===== src/rtl/router_output_arbiter_pkg.sv =====
// Shared NoC constants for the router output arbiter: packet layout, port
// indices, VC encoding and the round-robin pointer helper.
package router_output_arbiter_pkg;

  localparam int DATA_WIDTH = 64;
  localparam int VC_BIT     = 63;
  localparam int NUM_VC     = 2;

  localparam int PORT_PE   = 0;
  localparam int PORT_W    = 1;
  localparam int PORT_E    = 2;
  localparam int PORT_N    = 3;
  localparam int PORT_S    = 4;
  localparam int NUM_PORTS = 5;

  // Packet layout: [63] VC, [62:60] direction, [59:56] hop, [55:48] source, [47:0] payload
  localparam int VC_LSB      = VC_BIT;
  localparam int DIR_LSB     = 60;
  localparam int DIR_W       = 3;
  localparam int HOP_LSB     = 56;
  localparam int HOP_W       = 4;
  localparam int SRC_LSB     = 48;
  localparam int SRC_W       = 8;
  localparam int PAYLOAD_LSB = 0;
  localparam int PAYLOAD_W   = 48;

  typedef enum logic {
    VC_EVEN = 1'b0,
    VC_ODD  = 1'b1
  } vc_e;

  function automatic int rr_next(input int idx, input int n);
    return (idx + 1 >= n) ? 0 : idx + 1;
  endfunction

  function automatic vc_e pkt_vc(input logic [DATA_WIDTH-1:0] pkt);
    return vc_e'(pkt[VC_BIT]);
  endfunction

endpackage


===== src/rtl/router_output_arbiter_if.sv =====
// Request side and link side of one router output port.
// Handshakes: requester i holds req[i] (valid) until it sees gnt[i] (ready);
// the packet transfers at the clock edge where both are high. On the link,
// so is only raised while ro is high, so every edge with so=1 is a transfer.
interface router_output_arbiter_if #(
  parameter int NUM_REQ    = 4,
  parameter int DATA_WIDTH = 64
);
  logic [NUM_REQ-1:0]            req;
  logic [NUM_REQ-1:0]            req_vc;
  logic [NUM_REQ*DATA_WIDTH-1:0] req_data;
  logic [NUM_REQ-1:0]            gnt;
  logic                          so;
  logic                          ro;
  logic [DATA_WIDTH-1:0]         link_data;

  modport slave (
    input  req, req_vc, req_data, ro,
    output gnt, so, link_data
  );

  modport master (
    output req, req_vc, req_data, ro,
    input  gnt, so, link_data
  );
endinterface


===== src/rtl/router_output_arbiter_rr_arbiter.sv =====
// Combinational round-robin arbiter: first requester found scanning from ptr
// upward, modulo N.
module router_output_arbiter_rr_arbiter #(
  parameter  int N  = 4,
  localparam int PW = (N > 1) ? $clog2(N) : 1
) (
  input  logic [N-1:0]  req_i,
  input  logic [PW-1:0] ptr_i,
  input  logic          enable_i,
  output logic [N-1:0]  gnt_o,
  output logic [PW-1:0] winner_o,
  output logic          valid_o
);

  logic [PW-1:0] idx;

  always_comb begin
    gnt_o    = '0;
    winner_o = '0;
    valid_o  = 1'b0;
    idx      = '0;
    if (enable_i) begin
      for (int k = 0; k < N; k++) begin
        idx = PW'((int'(ptr_i) + k) % N);
        if (!valid_o && req_i[idx]) begin
          valid_o       = 1'b1;
          winner_o      = idx;
          gnt_o[idx]    = 1'b1;
        end
      end
    end
  end

endmodule


===== src/rtl/router_output_arbiter.sv =====
// Output-port arbiter: grants one VC per cycle into its one-entry buffer while
// the other VC's buffer drains to the link; the phase follows polarity.
module router_output_arbiter
  import router_output_arbiter_pkg::*;
#(
  parameter  int NUM_REQ    = 4,
  parameter  int DATA_WIDTH = router_output_arbiter_pkg::DATA_WIDTH,
  localparam int PW         = (NUM_REQ > 1) ? $clog2(NUM_REQ) : 1
) (
  input  logic                   clk,
  input  logic                   reset,
  input  logic                   polarity,
  router_output_arbiter_if.slave link,
  output logic [NUM_VC-1:0]      dbg_obuf_v_o,
  output logic [NUM_VC*PW-1:0]   dbg_ptr_o
);

  logic [NUM_VC-1:0]                 obuf_v_q, obuf_v_d;
  logic [NUM_VC-1:0][DATA_WIDTH-1:0] obuf_d_q, obuf_d_d;
  logic [NUM_VC-1:0][PW-1:0]         ptr_q, ptr_d;

  logic [NUM_REQ-1:0][DATA_WIDTH-1:0] req_pkt;
  logic [NUM_VC-1:0][NUM_REQ-1:0]     arb_req;
  logic [NUM_VC-1:0][NUM_REQ-1:0]     arb_gnt;
  logic [NUM_VC-1:0][PW-1:0]          arb_winner;
  logic [NUM_VC-1:0]                  arb_valid;
  logic [NUM_VC-1:0]                  arb_en;

  vc_e  grant_vc;
  vc_e  send_vc;
  logic send_fire;

  assign grant_vc = vc_e'(polarity);
  assign send_vc  = vc_e'(~polarity);
  assign req_pkt  = link.req_data;

  genvar g;
  generate
    for (g = 0; g < NUM_VC; g++) begin : g_vc
      localparam logic VC = 1'(g);

      assign arb_req[g] = link.req & (VC ? link.req_vc : ~link.req_vc);
      // Outputs are gated by reset so gnt drops the moment reset rises.
      assign arb_en[g]  = !reset && (polarity == VC) && !obuf_v_q[g];

      router_output_arbiter_rr_arbiter #(
        .N (NUM_REQ)
      ) u_rr (
        .req_i    (arb_req[g]),
        .ptr_i    (ptr_q[g]),
        .enable_i (arb_en[g]),
        .gnt_o    (arb_gnt[g]),
        .winner_o (arb_winner[g]),
        .valid_o  (arb_valid[g])
      );
    end
  endgenerate

  assign link.gnt       = arb_gnt[grant_vc];
  assign send_fire      = !reset && obuf_v_q[send_vc] && link.ro;
  assign link.so        = send_fire;
  assign link.link_data = send_fire ? obuf_d_q[send_vc] : '0;

  // Only the grant-phase VC can have arb_valid set, and send always touches
  // the other VC, so the two updates never collide on one entry.
  always_comb begin
    obuf_v_d = obuf_v_q;
    obuf_d_d = obuf_d_q;
    ptr_d    = ptr_q;
    for (int v = 0; v < NUM_VC; v++) begin
      if (arb_valid[v]) begin
        obuf_v_d[v] = 1'b1;
        obuf_d_d[v] = req_pkt[arb_winner[v]];
        ptr_d[v]    = PW'(rr_next(int'(arb_winner[v]), NUM_REQ));
      end
    end
    if (send_fire) begin
      obuf_v_d[send_vc] = 1'b0;
    end
  end

  always_ff @(posedge clk or posedge reset) begin
    if (reset) begin
      obuf_v_q <= '0;
      obuf_d_q <= '0;
      ptr_q    <= '0;
    end else begin
      obuf_v_q <= obuf_v_d;
      obuf_d_q <= obuf_d_d;
      ptr_q    <= ptr_d;
    end
  end

  assign dbg_obuf_v_o = obuf_v_q;
  assign dbg_ptr_o    = ptr_q;

endmodule


===== src/flat_wrapper.sv =====
// flat-port wrapper written by rule: the top's interface ports become plain ports
module router_output_arbiter_flat import router_output_arbiter_pkg::*;
#(
  parameter  int NUM_REQ    = 4,
  parameter  int DATA_WIDTH = router_output_arbiter_pkg::DATA_WIDTH,
  localparam int PW         = (NUM_REQ > 1) ? $clog2(NUM_REQ) : 1
)
  (clk, reset, polarity, dbg_obuf_v_o, dbg_ptr_o, link_req, link_req_vc, link_req_data, link_ro, link_gnt, link_so, link_link_data);
  router_output_arbiter_if #(.NUM_REQ(NUM_REQ), .DATA_WIDTH(DATA_WIDTH)) link_i ();
  input  logic clk;
  input  logic reset;
  input  logic polarity;
  output logic [NUM_VC-1:0] dbg_obuf_v_o;
  output logic [NUM_VC*PW-1:0] dbg_ptr_o;
  input wire logic [$bits(link_i.req)-1:0] link_req;
  input wire logic [$bits(link_i.req_vc)-1:0] link_req_vc;
  input wire logic [$bits(link_i.req_data)-1:0] link_req_data;
  input wire logic [$bits(link_i.ro)-1:0] link_ro;
  output wire logic [$bits(link_i.gnt)-1:0] link_gnt;
  output wire logic [$bits(link_i.so)-1:0] link_so;
  output wire logic [$bits(link_i.link_data)-1:0] link_link_data;
  assign link_i.req = link_req;
  assign link_i.req_vc = link_req_vc;
  assign link_i.req_data = link_req_data;
  assign link_i.ro = link_ro;
  assign link_gnt = link_i.gnt;
  assign link_so = link_i.so;
  assign link_link_data = link_i.link_data;
  router_output_arbiter #(.NUM_REQ(NUM_REQ), .DATA_WIDTH(DATA_WIDTH)) u_core (.clk(clk), .reset(reset), .polarity(polarity), .link(link_i), .dbg_obuf_v_o(dbg_obuf_v_o), .dbg_ptr_o(dbg_ptr_o));
endmodule

===== config.mk =====
export PLATFORM = sky130hd
export DESIGN_NAME = router_output_arbiter_flat
export DESIGN_NICKNAME = d
export VERILOG_FILES = /design/src/rtl/router_output_arbiter_pkg.sv /design/src/rtl/router_output_arbiter_if.sv /design/src/rtl/router_output_arbiter_rr_arbiter.sv /design/src/rtl/router_output_arbiter.sv /design/src/flat_wrapper.sv
export SDC_FILE = /design/constraint.sdc
export NUM_CORES = 1
export LEC_CHECK = 0
export CAP_MARGIN = 20
export CELL_PAD_IN_SITES_DETAIL_PLACEMENT = 0
export CELL_PAD_IN_SITES_GLOBAL_PLACEMENT = 1
export CORE_MARGIN = 2
export CORE_UTILIZATION = 37
export CTS_CLUSTER_DIAMETER = 30
export DETAILED_ROUTE_END_ITERATION = 12
export GPL_TIMING_DRIVEN = 0
export PLACE_DENSITY = 0.85
export SLEW_MARGIN = 15
export SYNTH_ARGS = -nofsm -noshare
export SYNTH_HDL_FRONTEND = slang
export SYNTH_SLANG_ARGS = --single-unit

===== constraint.sdc =====
create_clock -name clk -period 15.4 [get_ports clk]
set_clock_uncertainty 0.2 [all_clocks]
set_input_delay 4.62 -clock clk [delete_from_list [all_inputs] [get_ports clk]]
set_output_delay 4.62 -clock clk [all_outputs]
set_load 0.005 [all_outputs]

=== Yosys cells after proc, flatten, opt, wreduce, memory -nomap -nowiden ===
Cells that the tools add are included.

* Register bits after elaboration: 134
* Bits in latches: 0
* Bits in writable memories: 0
* Bits in read-only memories: 0
* Output and inout port bits: 75
* Memories: 0

* Add/sub/neg operators: 8
* $mul: 0
* Divide/modulo/power cells: 0
* Order comparisons: 23
* Equal/unequal tests: 0
* Shift-type cells: 0
* Multiplexer cells: 92
* Bitwise logic cells: 12
* Reductions and logical operators: 30

{| class="wikitable"
|+ Operators with widths
! cell !! count
|-
| two-way mux 64 bit || 5
|-
| binary-select mux 64 bit (select 2 bit) || 2
|-
| two-way mux 4 bit || 18
|-
| two-way mux 1 bit || 37
|-
| < comparator 2 x 3 -> 1 bit (second input constant) || 10
|-
| two-way mux 2 bit || 13
|-
| OR 4 bit || 6
|-
| logical AND 1 bit || 21
|-
| binary-select mux 1 bit (select 2 bit) || 8
|-
| demux 1 bit (select 2 bit) || 8
|-
| greater-or-equal comparator 2 x 1 -> 1 bit (second input constant) || 8
|-
| zero test 1 bit || 9
|-
| adder 2 bit (second input constant) || 4
|-
| bitwise AND 4 bit || 2
|-
| adder 2 x 1 -> 3 bit (second input constant) || 2
|-
| greater-or-equal comparator 3 bit (second input constant) || 2
|-
| adder 2 x 1 -> 2 bit (second input constant) || 2
|-
| < comparator 1 x 2 -> 1 bit (second input constant) || 2
|-
| inverter 4 bit || 1
|-
| bitwise AND 2 bit || 1
|-
| inverter 2 bit || 1
|-
| demux 1 bit (select 1 bit) || 1
|-
| greater-or-equal comparator 1 bit (second input constant) || 1
|-
| inverter 1 bit || 1
|}

=== Longest topological paths before layout ===
* Depth in word-level cells: 21
* Mapped depth: 13
* Depth with buffers taken out: 8

=== Modules after synthesis ===
A second synthesis with hierarchy kept.

* Cell total of the unflattened synthesis: 1,009
* Area total of the unflattened synthesis: 10,847.9 µm²

{| class="wikitable"
|+ By module, submodules not included
! module !! times used !! cells each !! area each (µm²) !! sequential area each (µm²)
|-
| router_output_arbiter || 1 || 900 || 9,826.9 || 3,353.2
|-
| router_output_arbiter_rr_arbiter (u_core.g_vc[0].u_rr) || 1 || 58 || 535.5 || 0.0
|-
| router_output_arbiter_rr_arbiter (u_core.g_vc[1].u_rr) || 1 || 51 || 485.5 || 0.0
|}

=== Worst setup path after synthesis ===
Ideal clock, no wire load.

* Path type: input -> output
* From: input port reset
* To: output port link_gnt[0]
* Data arrival time: 8.577 ns
* Setup slack: 2.003 ns
* Stages on the path: 4
* Buffers on the path: 0
* Cells stage by stage: inv_1 nand3_1 a31o_2 o211ai_1

* Longest elaborated chain between the ends: 6
* Elaborated cells on any way between the ends: 9

{| class="wikitable"
|+ Ends and longest elaborated chain
! element !! RTL line !! source
|-
| from (decl) || flat_wrapper.sv:11 || <nowiki>input logic reset;</nowiki>
|-
| zero test 1 bit * || router_output_arbiter.sv:44 || <nowiki>assign arb_en[g] = !reset && (polarity == VC) && !obuf_v_q[g];</nowiki>
|-
| logical AND 1 bit (2 in series) || router_output_arbiter.sv:44 ||
|-
| two-way mux 4 bit || router_output_arbiter_rr_arbiter.sv:22 || <nowiki>if (enable_i) begin</nowiki>
|-
| two-way mux 4 bit (implied by the code) * (2 in series) || router_output_arbiter.sv:59 || <nowiki>assign link.gnt = arb_gnt[grant_vc];</nowiki>
|-
| to (decl) || flat_wrapper.sv:19 || <nowiki>output wire logic [$bits(link_i.gnt)-1:0] link_gnt;</nowiki>
|}

Every way passes the cells marked *; elsewhere a longest branch is shown, timed or not. The select of a mux whose other input is x is not followed.

=== Worst setup path in the final report ===
* From: input port reset
* To: output port link_link_data[36]

* Longest elaborated chain between the ends: 4

{| class="wikitable"
|+ Ends and longest elaborated chain
! element !! RTL line !! source
|-
| zero test 1 bit || router_output_arbiter.sv:60 || <nowiki>assign send_fire = !reset && obuf_v_q[send_vc] && link.ro;</nowiki>
|-
| logical AND 1 bit (2 in series) || router_output_arbiter.sv:60 ||
|-
| two-way mux 64 bit || router_output_arbiter.sv:62 || <nowiki>assign link.link_data = send_fire ? obuf_d_q[send_vc] : '0;</nowiki>
|-
| to (decl) || flat_wrapper.sv:21 || <nowiki>output wire logic [$bits(link_i.link_data)-1:0] link_link_data;</nowiki>
|}

No other way between the ends.

==> results.txt <==
Initial Utilization: 0.3770
Vias: 12960
Fillers: 2845
Measured slew at the worst slew-check pin: 1.152 ns
Final setup violating endpoints: 0
First-pass GRT wire length: 75.67 mm
Primary FF master, synth: dfrtp_1
Num rows: 63
End of the worst register-to-register path: u_core.obuf_d_q[67]$_DFFE_PP0P_
Number of hold buffers added after cts: 0
Gates resized, CTS repair: 0
First-pass DRT Iterations: 7
DRC violations left: 0
Startpoint Class: input pin
Worst path slowest cell: buf_1
Most used cell, CP: clkdlybuf4s50_1
Worst reg2reg path startpoint: u_core.dbg_ptr_o[2]$_DFFE_PP0P_
Die height: 178.2 um
Mean Syn Cell Area: 7.894 sq um
WL final: 51.19 mm
Synth top area cells: dfrtp_1 30%, mux2i_1 23%, nand2_1 9.1%
HP Start: u_core.dbg_obuf_v_o[1]$_DFF_PP0_
Area leader, netlist: dfrtp_1
Register area: 3353 sq um
I/O Buffers: 341
DP Wirelength: 37.59 mm
Critical path startpoint: reset
Max frequency: 0.07721 GHz
Maximum resistive drop on vdd: 0.09535 mV
Unrepaired setup endpoints after global routing: no
Yosys warning total: 0
Vias in the first global route: 12740
Worst Setup End Kind: output pin
Worst Hold Class: reg -> reg
Number of I/O pins: 343
Post-Layout Inst Area: 15830 sq um
Crit-path cells: clkdlybuf4s50_1, inv_8, buf_16, nand3_1, clkbuf_1, buf_1, nor2_1, clkdlybuf4s50_1
DRT iter0 DRCs: 1303
TritonCTS Sinks: 134
Final #Nets: 2070
Inserted Clock Buffers: 17
Crit Path Category: in -> out
Initial antenna violation count: 2
Synth top area share: 0.2985
Tmin final: 12.95 ns
H-tree levels: 4
Highest net fanout along the worst path: 101
Die W: 178.2 um
Worst skew pair latency: 0.42 ns
Pwr/cell area: 186.9 nW/um^2
Non-filler cells, final: 2191
Synth Net Count: 1707
Buf/Inv on CP: 6
Multi-input gate area: 7308 sq um
Core region area: 29800 sq um
Antenna Nets Post-Route: 0
Mapped Cells: 1423
Cell Area, Placed: 15170 sq um
CP top delay family: buffers and inverters
Via density per instance: 5.913
Clk pin slew, worst setup/hold paths: 0.06 ns
CTS tree: built
Slew HR: 0.2319
Max_cap viols: 0
Pins over their slew limit: 0
Area Growth Syn to Fin: 40.89%
Synthesized area: 11230 sq um
Detail-routed net length per standard cell: 23.37 um
Clock Root Buffer: clkbuf_16
CP arrival: 8.13 ns
Clock buffer depth: 2
Number of cells on the worst hold path: 1
Largest net degree at the start of global routing: 102
Post-CTS setup buffers: 0
Share of layout cells above drive strength 1: 0.03893
Yosys cell types: 48
Outcome: complete, no violations
Final Util: 0.5312
Final GP Congestion: 0.9101
Final period util: 0.8411
Fin Setup TNS: 0 ns
FF-to-FF path depth: 12
Post-synth EDFFs: 0
Crit path largest cell delay: 0.84 ns
Req. time, crit path: 10.58 ns
Die area: 31770 sq um
Async set-reset flop share out of synthesis: 1.000
Gr usage total: 0.3162
Worst hold path endpoint: u_core.dbg_obuf_v_o[1]$_DFF_PP0_
P_leak: 6.851 nW
Post-synthesis register bit count: 134
Total grt overflow: 0
R2r setup slk: 9.93 ns
Final Hold Viols: 0
Post-Place Cells: 2155
Sequential element share of the synthesized area: 0.2985
==> worst reg2reg max path, delay by kind of cell (launching register included) <==
family	cells	cell delay, ns
buffers and inverters	6	2.38
AO/OA/AOI/OAI	3	1.14
flip-flops	1	0.48
multiplexers	1	0.42
adder cells (fa/ha/maj)	1	0.40
AND/OR/NAND/NOR	1	0.30
==> worst max-delay path by stage <==
stage	endpoint	cells after the start
2_1_floorplan	link_gnt[0]	4
3_3_place_gp	link_link_data[36]	7
3_5_place_dp	link_link_data[10]	8
4_1_cts	link_link_data[10]	8
5_1_grt	link_link_data[36]	8
6_report	link_link_data[36]	8
==> state kept, by name, summed over array words and instances, names as in the netlist <==
name,count
u_core.dbg_obuf_v_o,2
u_core.dbg_ptr_o,4
u_core.obuf_d_q,128
==> layout make-up <==
type / instances / share of cell area
buffer: 122 / 0.03431
multi-input combinational: 1159 / 0.4618
inverter: 8 / 0.002372
sequential: 134 / 0.2119
clock buffer: 19 / 0.02799
clock inverter: 12 / 0.01131
tap: 390 / 0.03083
antenna: 3 / 0.0004743
timing repair buffer: 344 / 0.2191
==> metal layers <==
metal,track usage,routed length (um)
met1,0.4266,21600
met2,0.5071,23250
met3,0.04731,4541
met4,0.1294,1810
met5,0,0
==> cells in the mapped netlist, types with 4 or more instances <==
cell type,instances
ha_1,16
o21ai_0,8
a221oi_1,64
buf_2,16
nand2_1,273
mux2i_1,263
a222oi_1,4
nand4_1,4
buf_1,14
nor3_1,69
clkbuf_1,84
o211ai_1,4
buf_8,4
nor2b_1,9
inv_1,8
nand2b_1,5
a21oi_1,132
dfrtp_1,134
a211oi_1,66
a31o_2,4
xnor2_1,4
and3_1,4
nor2_1,199
==> placed cells by master, fill, tap and decap left out, types with 4 or more instances in the layout <==
cell             synthesis  layout
and3_1                   4       4
clkdlybuf4s50_1          0     341
a31o_2                   4       4
nand2b_1                 5       5
clkbuf_1                84      85
inv_1                    8       7
mux2i_1                263     263
nor2b_1                  9       9
a221oi_1                64      64
buf_1                   14      13
nand2_1                273     273
nor2_1                 199     199
a222oi_1                 4       4
buf_2                   16      17
bufinv_16                0       4
dfrtp_1                134     134
ha_1                    16      16
o211ai_1                 4       4
a21oi_1                132     132
nor3_1                  69      69
xnor2_1                  4       4
buf_8                    4       5
a211oi_1                66      66
o21ai_0                  8       8
clkbuf_16                0      17
nand4_1                  4       4
==> where the power goes <==
group	switching [mW]	internal (mW)
clock network	0.174	0.275
registers	0.112	0.535
logic	1.08	0.779
==> per-stage QoR <==
| step | worst slack, ns | hold WS, ns | power, mW |
|---|---|---|---|
| CTS | 2.426 | 0.3489 | 2.931 |
| global route | 2.277 | 0.3609 | 3.124 |
| floorplan | 2.003 | 0.3271 | 1.886 |
| detailed placement | 2.447 | 0.3345 | 2.480 |
| global placement | -1.223 | 0.3233 | 2.441 |
| finish | 2.448 | 0.3523 | 2.958 |
==> logic make-up after synthesis <==
logic type | after synthesis | share of synthesized area
adder cells (fa/ha/maj) | 16 | 0.01782
AND/OR/NAND/NOR | 571 | 0.2052
flip-flops | 134 | 0.2985
XOR/XNOR | 5 | 0.005569
buffers and inverters | 130 | 0.05090
AO/OA/AOI/OAI | 301 | 0.1817
multiplexers | 266 | 0.2404
No activity file was read; power rests on OpenSTA's default activity.
